--- config.mk ---
export PLATFORM = sky130hd
export DESIGN_NAME = core_chunk_control
export DESIGN_NICKNAME = d
export VERILOG_FILES = /design/src/rtl/core_ctrl_pkg.sv /design/src/rtl/core_ctrl_watchdog.sv /design/src/rtl/core_chunk_control.sv
export SDC_FILE = /design/constraint.sdc
export NUM_CORES = 1
export LEC_CHECK = 0
export CORE_UTILIZATION = 38
export DETAILED_ROUTE_END_ITERATION = 7
export PLACE_DENSITY = 0.7
export SYNTH_ARGS = -nofsm -noshare
export SYNTH_HDL_FRONTEND = slang
export SYNTH_HIERARCHICAL = 1
export SYNTH_SLANG_ARGS = --single-unit
--- constraint.sdc ---
create_clock -name ctrl_clk -period 1.93 [get_ports ctrl_clk]
set_clock_uncertainty 0.15 [all_clocks]
set_input_delay 0.386 -clock ctrl_clk [delete_from_list [all_inputs] [get_ports ctrl_clk]]
set_output_delay 0.386 -clock ctrl_clk [all_outputs]
set_load 0.02 [all_outputs]
--- src/rtl/core_ctrl_pkg.sv ---
// Shared types and constants for the chunked core control FSM.
`timescale 1ns/1ps
package core_ctrl_pkg;

    typedef enum logic [2:0] {
        ST_IDLE  = 3'd0,
        ST_STORE = 3'd1,
        ST_TRANS = 3'd2,
        ST_PROC  = 3'd3,
        ST_ERROR = 3'd4
    } ctrl_state_e;

    // One-hot data location codes driven on ctrl_data_contition.
    localparam logic [2:0] COND_NONE  = 3'b000;
    localparam logic [2:0] COND_INPUT = 3'b100;
    localparam logic [2:0] COND_MEM   = 3'b010;
    localparam logic [2:0] COND_REG   = 3'b001;

endpackage

--- src/rtl/core_ctrl_watchdog.sv ---
// Handshake watchdog: counts cycles spent waiting in one state and flags the
// cycle in which the count would reach its all-ones limit.
`timescale 1ns/1ps
module core_ctrl_watchdog #(
    parameter int TO_W = 8
) (
    input  logic ctrl_clk,
    input  logic ctrl_reset,
    input  logic clear,
    input  logic enable,
    output logic expired
);

    localparam logic [TO_W-1:0] LIMIT = {TO_W{1'b1}};

    logic [TO_W-1:0] count_q, count_d;

    // Clearing wins over counting so every new state starts a fresh window.
    always_comb begin
        count_d = count_q;
        if (clear) begin
            count_d = '0;
        end else if (enable) begin
            count_d = count_q + TO_W'(1);
        end
    end

    always_ff @(posedge ctrl_clk or posedge ctrl_reset) begin
        if (ctrl_reset) begin
            count_q <= '0;
        end else begin
            count_q <= count_d;
        end
    end

    assign expired = enable && (count_q == LIMIT - TO_W'(1));

endmodule

--- src/rtl/core_chunk_control.sv ---
// Instruction sequencer splitting a payload into CHUNK-word transfer/process
// passes. Define CORE_CTRL_WATCHDOG_EN to trap stalled handshakes in ERROR.
`timescale 1ns/1ps
module core_chunk_control
    import core_ctrl_pkg::*;
#(
    parameter int LEN_W = 6,
    parameter int OP_W  = 3,
    parameter int CHUNK = 8,
    parameter int TO_W  = 8
) (
    input  logic             ctrl_clk,
    input  logic             ctrl_reset,
    input  logic             ctrl_valid_inst,
    input  logic             ctrl_valid_data,
    input  logic [OP_W-1:0]  ctrl_instruction,
    input  logic [LEN_W-1:0] ctrl_data_in_size,
    output logic             ctrl_ready,
    output logic             ctrl_done,
    output logic             ctrl_err,
    input  logic             ctrl_err_clr,
    output logic [2:0]       ctrl_data_contition,
    output logic [LEN_W-1:0] mc_data_length,
    input  logic             mc_done,
    output logic             procc_start,
    output logic [OP_W-1:0]  procc_op,
    input  logic             procc_done
);

    localparam logic [LEN_W-1:0] CHUNK_L = LEN_W'(CHUNK);

    function automatic logic [LEN_W-1:0] chunkLen(input logic [LEN_W-1:0] remaining);
        return (remaining > CHUNK_L) ? CHUNK_L : remaining;
    endfunction

    ctrl_state_e      state_q, state_d;
    logic [LEN_W-1:0] rem_q, rem_d;
    logic [LEN_W-1:0] len_q, len_d;
    logic [2:0]       cond_q, cond_d;
    logic [OP_W-1:0]  op_q, op_d;
    logic             start_q, start_d;
    logic             done_q, done_d;
    logic             err_q, err_d;
    logic             wdExpired;

`ifdef CORE_CTRL_WATCHDOG_EN
    logic wdClear;
    logic wdEnable;

    assign wdClear  = (state_d != state_q);
    assign wdEnable = (state_q == ST_STORE) || (state_q == ST_TRANS) || (state_q == ST_PROC);

    core_ctrl_watchdog #(
        .TO_W(TO_W)
    ) u_watchdog (
        .ctrl_clk  (ctrl_clk),
        .ctrl_reset(ctrl_reset),
        .clear     (wdClear),
        .enable    (wdEnable),
        .expired   (wdExpired)
    );
`else
    assign wdExpired = 1'b0;
`endif

    // Next-state and registered-output logic; the awaited handshake always
    // takes priority over watchdog expiry in the same cycle.
    always_comb begin
        state_d = state_q;
        rem_d   = rem_q;
        len_d   = len_q;
        cond_d  = cond_q;
        op_d    = op_q;
        start_d = start_q;
        done_d  = 1'b0;
        err_d   = err_q;
        case (state_q)
            ST_IDLE: begin
                if (ctrl_valid_inst && ctrl_valid_data) begin
                    op_d  = ctrl_instruction;
                    rem_d = ctrl_data_in_size;
                    if (ctrl_data_in_size == '0) begin
                        done_d = 1'b1;
                    end else begin
                        state_d = ST_STORE;
                        cond_d  = COND_INPUT;
                        len_d   = ctrl_data_in_size;
                    end
                end
            end
            ST_STORE: begin
                if (mc_done) begin
                    state_d = ST_TRANS;
                    cond_d  = COND_MEM;
                    len_d   = chunkLen(rem_q);
                end else if (wdExpired) begin
                    state_d = ST_ERROR;
                end
            end
            ST_TRANS: begin
                if (mc_done) begin
                    state_d = ST_PROC;
                    cond_d  = COND_REG;
                    start_d = 1'b1;
                    rem_d   = (rem_q >= len_q) ? (rem_q - len_q) : '0;
                end else if (wdExpired) begin
                    state_d = ST_ERROR;
                end
            end
            ST_PROC: begin
                if (procc_done) begin
                    start_d = 1'b0;
                    if (rem_q == '0) begin
                        state_d = ST_IDLE;
                        cond_d  = COND_NONE;
                        done_d  = 1'b1;
                    end else begin
                        state_d = ST_TRANS;
                        cond_d  = COND_MEM;
                        len_d   = chunkLen(rem_q);
                    end
                end else if (wdExpired) begin
                    state_d = ST_ERROR;
                end
            end
            ST_ERROR: begin
                if (ctrl_err_clr) begin
                    state_d = ST_IDLE;
                    err_d   = 1'b0;
                end
            end
            default: begin
                state_d = ST_IDLE;
            end
        endcase
        if (state_d == ST_ERROR && state_q != ST_ERROR) begin
            cond_d  = COND_NONE;
            start_d = 1'b0;
            err_d   = 1'b1;
        end
    end

    always_ff @(posedge ctrl_clk or posedge ctrl_reset) begin
        if (ctrl_reset) begin
            state_q <= ST_IDLE;
            rem_q   <= '0;
            len_q   <= '0;
            cond_q  <= COND_NONE;
            op_q    <= '0;
            start_q <= 1'b0;
            done_q  <= 1'b0;
            err_q   <= 1'b0;
        end else begin
            state_q <= state_d;
            rem_q   <= rem_d;
            len_q   <= len_d;
            cond_q  <= cond_d;
            op_q    <= op_d;
            start_q <= start_d;
            done_q  <= done_d;
            err_q   <= err_d;
        end
    end

    assign ctrl_ready          = (state_q == ST_IDLE) && !ctrl_reset;
    assign ctrl_done           = done_q;
    assign ctrl_err            = err_q;
    assign ctrl_data_contition = cond_q;
    assign mc_data_length      = len_q;
    assign procc_start         = start_q;
    assign procc_op            = op_q;

endmodule

==> flow_summary.ini, run 1 <==
[power_and_ir_drop]
internal_power_uw = 2251
powerDensity_nw_per_um2 = 1648
sw_frac_of_total = 0.4081
pwr-share-seq = 0.221
power_frac_clock = 0.118
power.combinational.fraction = 0.661
power.leakage_uw = 0.001037
p_switching_uw = 1552
peakVddDrop_mv = 0.9340

[sta]
worst_pin_slew_ns = 0.3887
fin_crit_sh = 1.033
maxSlewViolCount = 0
rsz0062_at_grt = yes
max_slew_margin = 0.7408
worst_slack_ns = -0.06431
setup_viol = 5
min_period_ns = 1.994
clock.fmax_mhz = 501.4
hold_viol = 0

[synthesis]
syn-cell-area_um2 = 1476
syn_nets = 176
synthArstFlopShare = 1.000
synth.distinct_cells = 41
synth.avg_cell_area_um2 = 9.650
yosys_warnings = 6
synth_edf_count = 0
synth-main-ff-cell = dfrtp_1
postSynthCellCount = 153
yosysSeqAreaShare = 0.4068
synth_area_leaders = dfrtp_1, a21oi_1, mux2_2
yosysTopAreaCellShare = 0.4068
synth-seq-cells = 24
synth_largest_area_cell = dfrtp_1

[route]
dr.pass1.iters = 4
wl_mm = 4.156
drt-initial-drc-count = 72
drc = 0
wl_per_cell_um = 15.51
vias = 1424
ant_nets = 0
routed_via_density = 5.313

[die]
core_area_um2 = 3689
dieHeight_um = 64.33
die_width_um = 64.33
io_pins = 32
start_util = 0.4003
die_area_um2 = 4138
rows = 22

[final_layout]
antenna-diode-count = 0
drive_above_1_share = 0.3545
fill_cells = 288
area_growth_pct = 56.27
final_cells = 268
final_nets = 244
final_area_um2 = 2307
utilization = 0.6255

[global_routing]
met2_usage = 0.3513
grtUsageMet1 = 0.2678
track_usage = 0.2085
grt_pass1_wl_mm = 6.617
antenna_found_initial = 0
met3_usage = 0.02679
grt_busiest_layer = met2
grt_max_degree = 25
first_global_vias = 1462
grt.overflow.total = 0

[min_path]
hold_class = in2async

[clocking]
cts_hold_buf = 0
cts_buffer_depth = 2
clkTransAtPathRegs_ns = 0.09
cts_buffers = 3
root_buffer = clkbuf_8
clk_latency_ns = 0.27
cts_tree = yes
cts-htree-levels = 1
cts.sinks = 24

[critical_path]
crit_path_end_kind = register
worstPathMaxFanout = 3
start_kind = register
regToRegSetupSlack_ns = -0.06
critical_path_required_ns = 1.94
arrival_ns = 2.01
worstSetupPathType = reg2reg

[placed_design]
dp_cells = 256
port_buffers = 31
post-dp-hpwl_mm = 2.840
gp_congestion = 0.9174
post_dp_cell_area_um2 = 2059

[outcome]
status = finished, violations left
violations = setup timing

[flow_run]
drv_cap = 0
[repair_timing]
action                     in CTS  in global routing
pin swaps                      10                 14
setup buffers                   3                  6
setup endpoints to repair      16                 16
resized for setup              18                 12
[flip-flops by register name (all words and copies together), names as in the netlist]
register,count
mc_data_length,6
rem_q,6
ctrl_data_contition,3
procc_op,3
state_q,3
ctrl_done,1
ctrl_err,1
procc_start,1
[power groups by stage]
stage	clock network (µW)	registers [µW]	logic [µW]
2_1_floorplan	0	990	1070
3_3_place_gp	0	819	1910
3_5_place_dp	0	824	1980
4_1_cts	455	831	2300
5_1_grt	484	864	2680
6_report	450	841	2510
[cell usage in the layout, fill, tap and decap left out, types with 3 or more instances in the layout]
cell / count
o21ai_0: 3
mux2_2: 6
a22oi_1: 5
nor2b_1: 3
clkdlybuf4s50_1: 24
nand2_1: 11
ha_4: 4
nand2b_1: 3
dfrtp_1: 22
buf_4: 37
inv_1: 12
mux2_4: 3
mux2i_1: 5
clkbuf_8: 3
inv_2: 3
nor2_1: 11
a21oi_1: 13
dlygate4sd2_1: 3
nor3_1: 3
[final cells by class]
class | count | area (µm²) | share of cell area
Multi-Input combinational cell | 108 | 914.6 | 0.3964
Inverter | 15 | 56.30 | 0.02440
Sequential cell | 24 | 603.1 | 0.2614
Clock inverter | 1 | 30.03 | 0.01302
Tap cell | 48 | 60.06 | 0.02603
Timing Repair Buffer | 69 | 601.8 | 0.2608
Clock buffer | 3 | 41.29 | 0.01790
[synthesized netlist by cell type (3+ instances only)]
| master | count |
|---|---|
| dfrtp_1 | 24 |
| a21oi_1 | 16 |
| inv_1 | 15 |
| nor2_1 | 12 |
| nand2_1 | 11 |
| mux2_2 | 7 |
| a22oi_1 | 6 |
| ha_1 | 6 |
| mux2i_1 | 5 |
| o21ai_0 | 5 |
| a211oi_1 | 3 |
| buf_2 | 3 |
| nand2b_1 | 3 |
| nor2b_1 | 3 |
| nor3_1 | 3 |
[final timing paths]
path | start | endpoint | cells after the start
max in group asynchronous | ctrl_reset | mc_data_length[5] | 3
worst min-delay path | ctrl_reset | state_q[2] | 3
worst max-delay path | rem_q[0] | rem_q[4] | 9
min in group ctrl_clk | ctrl_err | ctrl_err | 2
worst max register to register | rem_q[0] | rem_q[4] | 9
worst min register to register | ctrl_err | ctrl_err | 2
[metrics by stage]
stage / setup TNS, ns / setup slack (ns) / total power [µW] / hold slack (ns)
2_1_floorplan: -0.008334 / -0.008334 / 2063 / 0.2505
3_3_place_gp: -4.024 / -0.4141 / 2729 / 0.3313
3_5_place_dp: -4.605 / -0.4653 / 2801 / 0.3307
4_1_cts: -0.05954 / -0.05954 / 3586 / 0.3449
5_1_grt: -0.7942 / -0.1153 / 4030 / 0.3790
6_report: -0.1581 / -0.06431 / 3802 / 0.3430
[logic make-up (layout without fill, tap and decap cells)]
family                     count (synthesis)  after routing  share of synthesized area
and+or+nand+nor                           43             43                     0.1602
AOI/OAI and AO/OA                         42             42                     0.1907
DFF                                       24             24                     0.4068
buffers and inverters                     21             88                    0.05847
muxes                                     14             14                     0.1076
adders and majority gates                  7              7                    0.06441
xor gates and xnor gates                   2              2                    0.01187
[worst max-delay path: stages (launching register included)]
cell and delay, ns:
dfrtp_1 0.40, inv_2 0.08, ha_4 0.14, inv_2 0.03, fa_2 0.37, nand3_4 0.09, a211oi_2 0.07, a41oi_2 0.19
o21ai_1 0.09, mux2_2 0.27
[layer usage]
metal / vias to the layer above / wire length (µm)
li1: 683 / -
met1: 689 / 1861
met2: 41 / 2061
met3: 11 / 153
met4: 0 / 80
met5: - / 0
Note: power is estimated with default switching activity, not from simulation.
==> run 2: changes to the inputs <==
--- a/config.mk
+++ b/config.mk
@@ -6,6 +6,7 @@
 export NUM_CORES = 1
 export LEC_CHECK = 0
 export CORE_UTILIZATION = 38
+export CTS_CLUSTER_SIZE = 20
 export DETAILED_ROUTE_END_ITERATION = 7
 export PLACE_DENSITY = 0.7
 export SYNTH_ARGS = -nofsm -noshare
==> results of run 2 <==
Final layout, timing and power as in run 1 (identical DEF).
==> run 3: changes to the inputs <==
--- a/config.mk
+++ b/config.mk
@@ -8,7 +8,8 @@
 export CORE_UTILIZATION = 38
 export CTS_CLUSTER_SIZE = 20
 export DETAILED_ROUTE_END_ITERATION = 7
-export PLACE_DENSITY = 0.7
+export PLACE_DENSITY = 0.65
+export SLEW_MARGIN = 5
 export SYNTH_ARGS = -nofsm -noshare
 export SYNTH_HDL_FRONTEND = slang
 export SYNTH_HIERARCHICAL = 1
==> run 3 against run 2 <==
Against the previous run: power decreased by 2.8%; critical path type unchanged; register-to-register slack hardly changed; largest power group unchanged; count of clock-buffer cells in the layout grew 1; critical path depth did not move; the flow still finishes with violations (setup timing); flip-flop and latch count unchanged; largest cell class unchanged; first-iteration DRC count decreased by 5.6%; clock power down 22%; fmax about the same; sequential power barely moved; final cell count is 1.1% higher; via count decreased by 0.77%; worst hold slack improved by 0.0067 ns; highest routed layer unchanged.
==> flow_summary.ini, run 3 (same netlist as run 1, synthesis figures left out) <==
[die]
die_width_um = 64.33
core_area_um2 = 3689
start_util = 0.4003
io_pins = 32
rows = 22
dieHeight_um = 64.33
die_area_um2 = 4138

[route]
dr.pass1.iters = 4
drt-initial-drc-count = 68
wl_per_cell_um = 15.32
vias = 1413
routed_via_density = 5.214
drc = 0
wl_mm = 4.152
ant_nets = 0

[flow_run]
drv_cap = 0

[global_routing]
track_usage = 0.2098
grt_pass1_wl_mm = 6.768
antenna_found_initial = 0
grt_max_degree = 25
first_global_vias = 1483
grt.overflow.total = 0

[critical_path]
start_kind = register
worstSetupPathType = reg2reg
worstPathMaxFanout = 3
crit_path_end_kind = register
arrival_ns = 2.00
regToRegSetupSlack_ns = -0.06
critical_path_required_ns = 1.94

[sta]
maxSlewViolCount = 0
setup_viol = 2
worst_pin_slew_ns = 0.3377
max_slew_margin = 0.7735
fin_crit_sh = 1.034
min_period_ns = 1.995
worst_slack_ns = -0.06472
hold_viol = 0
clock.fmax_mhz = 501.3
rsz0062_at_grt = yes

[final_layout]
antenna-diode-count = 0
area_growth_pct = 58.98
final_nets = 247
final_cells = 271
drive_above_1_share = 0.3901
layout_commonest_cell = buf_4
utilization = 0.6364
final_cell_mix = buf_4, clkdlybuf4s50_1, dfrtp_1

[placed_design]
post-dp-hpwl_mm = 3.062
dp_cells = 262
gp_congestion = 0.8735
port_buffers = 31

[outcome]
violations = setup timing
status = finished, violations left

[min_path]
hold_class = in2async

[clocking]
clkTransAtPathRegs_ns = 0.09
cts_buffers = 3
cts_buffer_depth = 2
cts_tree = yes
cts.sinks = 24
root_buffer = clkbuf_8
clk_latency_ns = 0.27
cts-htree-levels = 1

[power_and_ir_drop]
power.leakage_uw = 0.001041
peakVddDrop_mv = 0.8279
power_uw = 3696
powerDensity_nw_per_um2 = 1574
==> run 3: where the power goes <==
part           total (µW)  switching, µW  leakage (µW)  internal [µW]
Clock                 352            169     0.0000288            182
Sequential            842            147      0.000285            695
Combinational        2500           1240      0.000727           1260
==> run 3: worst paths after layout <==
kind                            start                 to  cells past startpoint
max                          rem_q[0]           rem_q[4]                      9
min                        ctrl_reset        procc_start                      3
max reg2reg                  rem_q[0]           rem_q[4]                      9
min reg2reg                  ctrl_err           ctrl_err                      2
max in group asynchronous  ctrl_reset  mc_data_length[5]                      3
min in group ctrl_clk        ctrl_err           ctrl_err                      2
==> run 3: metrics by stage <==
step	TNS, ns	hold WS, ns	instance area (µm²)	worst slack (ns)
2_1_floorplan	-0.008334	0.2505	1494	-0.008334
3_3_place_gp	-3.794	0.3320	2105	-0.4111
3_5_place_dp	-4.754	0.3430	2105	-0.4838
4_1_cts	-0.07249	0.3567	2237	-0.07249
5_1_grt	-0.6882	0.3900	2347	-0.1361
6_report	-0.06801	0.3497	2347	-0.06472
==> run 3: area by class of cell <==
type	count	area [µm²]
clock buffers	4	55.05
flip-flops and latches	24	603.1
well taps	48	60.06
multi-input cells	108	948.4
inverters	15	56.30
fillers	303	1341
repair buffers	72	624.3
==> run 3: timing repair <==
item | CTS | global route
endpoints found under the setup margin | 16 | 15
resized for setup | 19 | 21
cloned | 0 | 0
hold buffers | 0 | 0
buffers inserted | 4 | 1
pin swaps | 9 | 14
==> run 3: layer usage <==
metal	GRT usage	wire, µm	part of all wire
met4	0.05833	53	0.013
met1	0.2595	1864	0.45
met3	0.03571	121	0.029
met2	0.3711	2113	0.51
met5	0	0	0
==> run 3: worst max-delay path, stage by stage (launching register included) <==
cell and delay (ns):
dfrtp_1 0.41, inv_2 0.09, ha_4 0.14, inv_2 0.04, fa_2 0.37, nand3_4 0.09, a211oi_2 0.07, a41oi_2 0.18
o21ai_1 0.09, mux2_2 0.26
